===== src/rtl/sar_adc_seq.sv =====
`default_nettype none
// +--------------------------------------------------------------------------+
// | Module  : sar_adc_seq                                                    |
// | Purpose : Multi-channel successive-approximation ADC sequencer. Scans    |
// |           the enabled channels of an external analog mux. Each channel   |
// |           gets a settle delay, then a binary-search conversion against   |
// |           an external DAC and comparator. Scans run single-shot or       |
// |           continuously.                                                  |
// | Option  : `define SAR_ADC_AVG_EN makes each channel run 2**AVG_LOG2      |
// |           back-to-back conversions. The reported result is their         |
// |           truncated average. Without the macro, one conversion runs per  |
// |           channel and no accumulator is built.                           |
// | Ports   : clk, rst_n (async, active-low)                                 |
// |           start   - scan request, honoured in IDLE with ch_en != 0       |
// |           cont    - continuous mode, sampled at each end of scan         |
// |           ch_en   - channel enable mask, latched at scan start           |
// |           cmp     - comparator, 1 = analog input >= DACF                 |
// |           ch_sel  - mux select                                           |
// |           DACF    - DAC trial code (0 outside conversion)                |
// |           busy    - scan in progress                                     |
// |           den     - one-cycle result strobe                              |
// |           eoc     - one-cycle end-of-scan strobe (with last den)         |
// |           Dout    - result, held until the next den                      |
// |           Dch     - channel tag of Dout                                  |
// | Revision: 1.0 - initial multi-channel release                            |
// +--------------------------------------------------------------------------+
module sar_adc_seq #(
  parameter int ADC_WIDTH  = 8,
  parameter int CH_NUM     = 4,
  parameter int SETTLE_CYC = 2,
  parameter int AVG_LOG2   = 2,
  localparam int CHW       = (CH_NUM > 1) ? $clog2(CH_NUM) : 1
) (
  input  logic                 clk,
  input  logic                 rst_n,
  input  logic                 start,
  input  logic                 cont,
  input  logic [CH_NUM-1:0]    ch_en,
  input  logic                 cmp,
  output logic [CHW-1:0]       ch_sel,
  output logic [ADC_WIDTH-1:0] DACF,
  output logic                 busy,
  output logic                 den,
  output logic                 eoc,
  output logic [ADC_WIDTH-1:0] Dout,
  output logic [CHW-1:0]       Dch
);

  localparam int SCW = (SETTLE_CYC > 1) ? $clog2(SETTLE_CYC) : 1;
  localparam logic [SCW-1:0]       SETTLE_LAST = SCW'(SETTLE_CYC - 1);
  localparam logic [ADC_WIDTH-1:0] MSB_MASK    = ADC_WIDTH'(1) << (ADC_WIDTH - 1);

  typedef enum logic [1:0] {
    IDLE   = 2'd0,
    SETTLE = 2'd1,
    CONV   = 2'd2,
    DONE   = 2'd3
  } state_t;

  state_t               state_q;
  state_t               state_d;

  logic [CH_NUM-1:0]    en_q;
  logic [CHW-1:0]       ch_sel_q;
  logic [SCW-1:0]       settle_cnt;
  logic [ADC_WIDTH-1:0] result;      // bits decided so far
  logic [ADC_WIDTH-1:0] trial_mask;  // one-hot: bit under trial
  logic [ADC_WIDTH-1:0] dout_q;
  logic [CHW-1:0]       dch_q;

  logic [ADC_WIDTH-1:0] trial;
  logic [ADC_WIDTH-1:0] kept;
  logic                 last_bit;
  logic                 last_rep;
  logic [ADC_WIDTH-1:0] final_result;
  logic                 ch_en_any;
  logic [CHW-1:0]       lowest_ch;
  logic [CHW-1:0]       next_ch;
  logic                 has_next;

  // ---------------------------------------------------------------------
  // Successive-approximation datapath
  // ---------------------------------------------------------------------
  assign trial    = result | trial_mask;
  assign kept     = cmp ? trial : result;
  assign last_bit = trial_mask[0];

  // ---------------------------------------------------------------------
  // Channel selection helpers
  // ---------------------------------------------------------------------
  assign ch_en_any = |ch_en;

  always_comb begin
    lowest_ch = '0;
    for (int i = CH_NUM - 1; i >= 0; i--) begin
      if (ch_en[i]) begin
        lowest_ch = CHW'(i);
      end
    end
  end

  // Next enabled channel strictly above the current one, from the latched mask.
  always_comb begin
    next_ch  = ch_sel_q;
    has_next = 1'b0;
    for (int i = CH_NUM - 1; i >= 0; i--) begin
      if (en_q[i] && (CHW'(i) > ch_sel_q)) begin
        next_ch  = CHW'(i);
        has_next = 1'b1;
      end
    end
  end

  // ---------------------------------------------------------------------
  // Optional averaging
  // ---------------------------------------------------------------------
`ifdef SAR_ADC_AVG_EN
  localparam int ACCW = ADC_WIDTH + AVG_LOG2;
  localparam int RCW  = AVG_LOG2 + 1;
  localparam logic [RCW-1:0] REP_LAST = RCW'((1 << AVG_LOG2) - 1);

  logic [ACCW-1:0] acc;
  logic [RCW-1:0]  rep_cnt;   // conversions already accumulated
  logic [ACCW-1:0] acc_sum;

  // The final conversion is folded in on the fly, so acc only ever holds
  // the earlier conversions of the current channel.
  assign acc_sum      = acc + ACCW'(kept);
  assign last_rep     = (rep_cnt == REP_LAST);
  assign final_result = ADC_WIDTH'(acc_sum >> AVG_LOG2);

  always_ff @(posedge clk or negedge rst_n) begin
    if (!rst_n) begin
      acc     <= '0;
      rep_cnt <= '0;
    end else if (state_q == SETTLE) begin
      acc     <= '0;
      rep_cnt <= '0;
    end else if ((state_q == CONV) && last_bit && !last_rep) begin
      acc     <= acc_sum;
      rep_cnt <= rep_cnt + 1'b1;
    end
  end
`else
  // Without averaging the shift is always zero.
  localparam int AVG_SHIFT = 0 * AVG_LOG2;

  assign last_rep     = 1'b1;
  assign final_result = kept >> AVG_SHIFT;
`endif

  // ---------------------------------------------------------------------
  // FSM: state register
  // ---------------------------------------------------------------------
  always_ff @(posedge clk or negedge rst_n) begin
    if (!rst_n) begin
      state_q <= IDLE;
    end else begin
      state_q <= state_d;
    end
  end

  // ---------------------------------------------------------------------
  // FSM: next state and outputs
  // ---------------------------------------------------------------------
  always_comb begin
    state_d = state_q;
    busy    = 1'b1;
    den     = 1'b0;
    eoc     = 1'b0;
    DACF    = '0;
    case (state_q)
      IDLE: begin
        busy = 1'b0;
        if (start && ch_en_any) begin
          state_d = SETTLE;
        end
      end
      SETTLE: begin
        if (settle_cnt == SETTLE_LAST) begin
          state_d = CONV;
        end
      end
      CONV: begin
        DACF = trial;
        if (last_bit && last_rep) begin
          state_d = DONE;
        end
      end
      DONE: begin
        den = 1'b1;
        eoc = !has_next;
        if (has_next) begin
          state_d = SETTLE;
        end else if (cont && ch_en_any) begin
          state_d = SETTLE;
        end else begin
          state_d = IDLE;
        end
      end
      default: begin
        state_d = IDLE;
      end
    endcase
  end

  // ---------------------------------------------------------------------
  // Datapath registers
  // ---------------------------------------------------------------------
  always_ff @(posedge clk or negedge rst_n) begin
    if (!rst_n) begin
      en_q       <= '0;
      ch_sel_q   <= '0;
      settle_cnt <= '0;
      result     <= '0;
      trial_mask <= '0;
      dout_q     <= '0;
      dch_q      <= '0;
    end else begin
      case (state_q)
        IDLE: begin
          if (start && ch_en_any) begin
            en_q     <= ch_en;
            ch_sel_q <= lowest_ch;
          end
        end
        SETTLE: begin
          // Counter wraps to zero on exit, so every SETTLE entry starts at 0.
          if (settle_cnt == SETTLE_LAST) begin
            settle_cnt <= '0;
            result     <= '0;
            trial_mask <= MSB_MASK;
          end else begin
            settle_cnt <= settle_cnt + 1'b1;
          end
        end
        CONV: begin
          if (!last_bit) begin
            result     <= kept;
            trial_mask <= trial_mask >> 1;
          end else if (last_rep) begin
            // Result is published on entry to DONE so it is valid with den.
            result <= kept;
            dout_q <= final_result;
            dch_q  <= ch_sel_q;
          end else begin
            // Restart the binary search for the next averaged conversion.
            result     <= '0;
            trial_mask <= MSB_MASK;
          end
        end
        DONE: begin
          if (has_next) begin
            ch_sel_q <= next_ch;
          end else if (cont && ch_en_any) begin
            en_q     <= ch_en;
            ch_sel_q <= lowest_ch;
          end
        end
        default: begin
        end
      endcase
    end
  end

  assign ch_sel = ch_sel_q;
  assign Dout   = dout_q;
  assign Dch    = dch_q;

endmodule
`default_nettype wire


===== config.mk =====
export PLATFORM = sky130hd
export DESIGN_NAME = sar_adc_seq
export DESIGN_NICKNAME = d
export VERILOG_FILES = /design/src/rtl/sar_adc_seq.sv
export SDC_FILE = /design/constraint.sdc
export NUM_CORES = 1
export LEC_CHECK = 0
export CORE_MARGIN = 3
export CORE_UTILIZATION = 51
export DETAILED_ROUTE_END_ITERATION = 8
export GPL_TIMING_DRIVEN = 0
export PLACE_DENSITY = 0.84
export SYNTH_ARGS = -nofsm -noshare
export SYNTH_HDL_FRONTEND = slang
export SYNTH_SLANG_ARGS = --single-unit

===== constraint.sdc =====
create_clock -name clk -period 2 [get_ports clk]
set_input_delay 0.4 -clock clk [delete_from_list [all_inputs] [get_ports clk]]
set_output_delay 0.4 -clock clk [all_outputs]
set_load 0.05 [all_outputs]

==> impl_metrics.env <==
export IMPL_status="finished clean"
export IMPL_vias_per_cell=5.657
export IMPL_ioPinCount=32
export IMPL_synth_cells=187
export IMPL_worst_pin_slew_ns=0.7120
export IMPL_reg2reg_from="state_q[1]$_DFFE_PN0P_"
export IMPL_place_area_um2=2082
export IMPL_place_ws_ns=-0.4677
export IMPL_crit_path_end_kind="output port"
export IMPL_yosysWarnings=0
export IMPL_layout_setup_ws_ns=0.07962
export IMPL_fmax_mhz=520.7
export IMPL_tns_ns=0
export IMPL_cellPowerDensity_nw_per_um2=1675
export IMPL_hold_path_class="in -> async"
export IMPL_postCtsSetupBuffers=0
export IMPL_drv_cap=0
export IMPL_yosysMostFrequentCell="dfrtp_1"
export IMPL_grt_usage_pct=20.32
export IMPL_nets=236
export IMPL_synth_area_um2=1727
export IMPL_hold_viol_final=0
export IMPL_crit_arrival_ns=1.52
export IMPL_yosys_top_cells_area="dfrtp_1 (49%), a21oi_1 (7.8%), o21ai_0 (7.8%), a22oi_1 (4.3%), nor2_1 (4.3%)"
export IMPL_vias=1516
export IMPL_cp_startpoint="state_q[0]$_DFFE_PN0P_"
export IMPL_yosys_top_cells_count="dfrtp_1 (34), a21oi_1 (27), o21ai_0 (27)"
export IMPL_cp_start_kind="register"
export IMPL_cts_tree="built"
export IMPL_synth_top_area_share_pct=49.28
export IMPL_period_needed_ns=1.920
export IMPL_initial_utilization_pct=54.76
export IMPL_slew_violations=0
export IMPL_h_tree_depth=2
export IMPL_dp_hpwl_um=2752
export IMPL_dieArea_um2=4120
export IMPL_synth_nets=200
export IMPL_ant_nets=0
export IMPL_synth_seq_cells=34
export IMPL_cts_hold_buf=0
export IMPL_path_clk_slew_ns=0.10
export IMPL_setup_viol_count_final=0
export IMPL_wirelength_um=3870
export IMPL_rsz0062_at_grt="true"
export IMPL_grt_pass1_vias=1384
export IMPL_gp_congestion=0.8535
export IMPL_numCtsBuffers=5
export IMPL_worst_setup_path_type="reg -> out"
export IMPL_clock_sinks=34
export IMPL_max_slew_margin_pct=52.54
export IMPL_final_area_um2=2142
export IMPL_coreArea_um2=3153
export IMPL_synth_async_reset_ratio_pct=100.0
export IMPL_antenna_found_initial=0
export IMPL_ys_types=35
export IMPL_rows=20
export IMPL_synth_edf_count=0
export IMPL_cp_required_ns=1.60
export IMPL_synth_ff_type="dfrtp_1"
export IMPL_p_total_w=0.003588
export IMPL_syn_area_per_cell_um2=9.233
export IMPL_vdd_ir_drop_max_mv=0.9649
export IMPL_final_util_pct=67.94
export IMPL_grt_overflow=0
export IMPL_final_setup_skew_ns=0.006614
export IMPL_drt_initial_drc_count=108
export IMPL_die_w_um=64.19
export IMPL_num_antenna_cells=0
export IMPL_areaGrowthSynthToFinish_pct=24.06
export IMPL_wl_per_cell_um=14.44
export IMPL_grt_first_pass_wirelength_um=6513
export IMPL_cts_path_max_buffers=2
export IMPL_fillers=275
export IMPL_ys_seq_area_share_pct=49.28
export IMPL_yosysTopAreaCell="dfrtp_1"
export IMPL_port_buffers=30
export IMPL_die_h_um=64.19
export IMPL_power_leakage_nw=0.9414
export IMPL_drc=0
export IMPL_grt_max_degree=35
export IMPL_cts_root_buffer="clkbuf_4"
export IMPL_firstDrtPassIters=4
export IMPL_clock_latency_ns=0.33
export IMPL_layout_drive_gt1_share_pct=16.52
export IMPL_worstPathMaxFanout=16
export IMPL_post_route_period_util_pct=96.02
==> cell usage in the layout (no fill, tap or decap), types with 2 or more instances in the layout <==
cell	Yosys	final
buf_4	0	2
mux2_4	3	3
a21oi_1	27	27
a21oi_2	2	2
o21ai_0	27	27
nor2_2	0	2
o21ai_1	3	2
clkbuf_4	0	5
inv_1	10	9
dfrtp_1	34	34
and2_1	2	2
dlygate4sd2_1	0	2
ha_1	4	2
clkbuf_1	7	8
nor2_1	20	18
a22oi_1	10	10
ha_2	0	2
buf_6	0	6
buf_2	0	3
clkdlybuf4s50_1	0	16
nand2_1	16	16
==> report_power, final <==
| part | internal (W) | switching, W |
|---|---|---|
| Sequential | 0.000930 | 0.000280 |
| Combinational | 0.000708 | 0.00128 |
| Clock | 0.000170 | 0.000221 |
| Total | 0.00181 | 0.00178 |
==> routing by layer <==
metal	GRT usage, %	share of wire [%]	vias up
met2	29.94	46	72
met1	29.82	45	695
li1	-	-	739
met4	6.596	1.8	0
met3	4.394	6.9	10
met5	0	0	-
==> cell type report <==
| type | instances | area (um^2) | share of cell area, % |
|---|---|---|---|
| clock inverter | 1 | 5.005 | 0.2336 |
| tap | 44 | 55.05 | 2.570 |
| multi-input combinational | 134 | 818.3 | 38.20 |
| buffer | 7 | 26.28 | 1.227 |
| clock buffer | 7 | 55.05 | 2.570 |
| sequential | 34 | 850.8 | 39.72 |
| timing repair buffer | 30 | 287.8 | 13.43 |
| inverter | 11 | 43.79 | 2.044 |
==> worst max-delay path, cell delays in order, from the launching register on <==
cell and delay (ns):
dfrtp_1 0.43, inv_2 0.10, ha_2 0.23, inv_4 0.10, nor2_1 0.15, buf_6 0.18
==> state kept, by name (all words and copies together) (netlist names) <==
name,cells
result,8
trial_mask,8
Dout,8
Dch,2
settle_cnt,1
state_q,2
ch_sel,2
en_q,3
==> cell families (layout without fill, tap and decap cells) <==
group	count (synthesis)	in the layout	share of synthesized area (%)
AOI/OAI and AO/OA	80	80	27.61
and+or+nand+nor	44	44	11.74
DFF	34	34	49.28
buffers and inverters	19	56	4.131
muxes	5	5	3.840
adders and majority gates	4	4	2.899
xor gates and xnor gates	1	1	0.5073
==> stage by stage <==
| step | cells | hold slack, ns |
|---|---|---|
| 2_1_floorplan | 187 | 0.1044 |
| 3_3_place_gp | 261 | 0.4639 |
| 3_5_place_dp | 261 | 0.4701 |
| 4_1_cts | 268 | 0.1342 |
| 5_1_grt | 268 | 0.1516 |
| 6_report | 268 | 0.1075 |
==> timing repair <==
| action | CTS | global route |
|---|---|---|
| gates resized for setup | 60 | 14 |
| cloned | 0 | 0 |
| endpoints found under the setup margin | 12 | 14 |
==> final timing paths <==
check / slack, ns / cells after the start / endpoint
max: 0.08 / 5 / DACF[2]
min reg2reg: 0.48 / 2 / Dout[0]$_DFFE_PN0P_
min: 0.11 / 1 / result[2]$_DFFE_PN0P_
max in group asynchronous: 1.44 / 1 / Dout[0]$_DFFE_PN0P_
min in group clk: 0.48 / 2 / Dout[0]$_DFFE_PN0P_
max reg2reg: 0.18 / 8 / state_q[0]$_DFFE_PN0P_
Note: power is estimated with default switching activity, not from simulation.
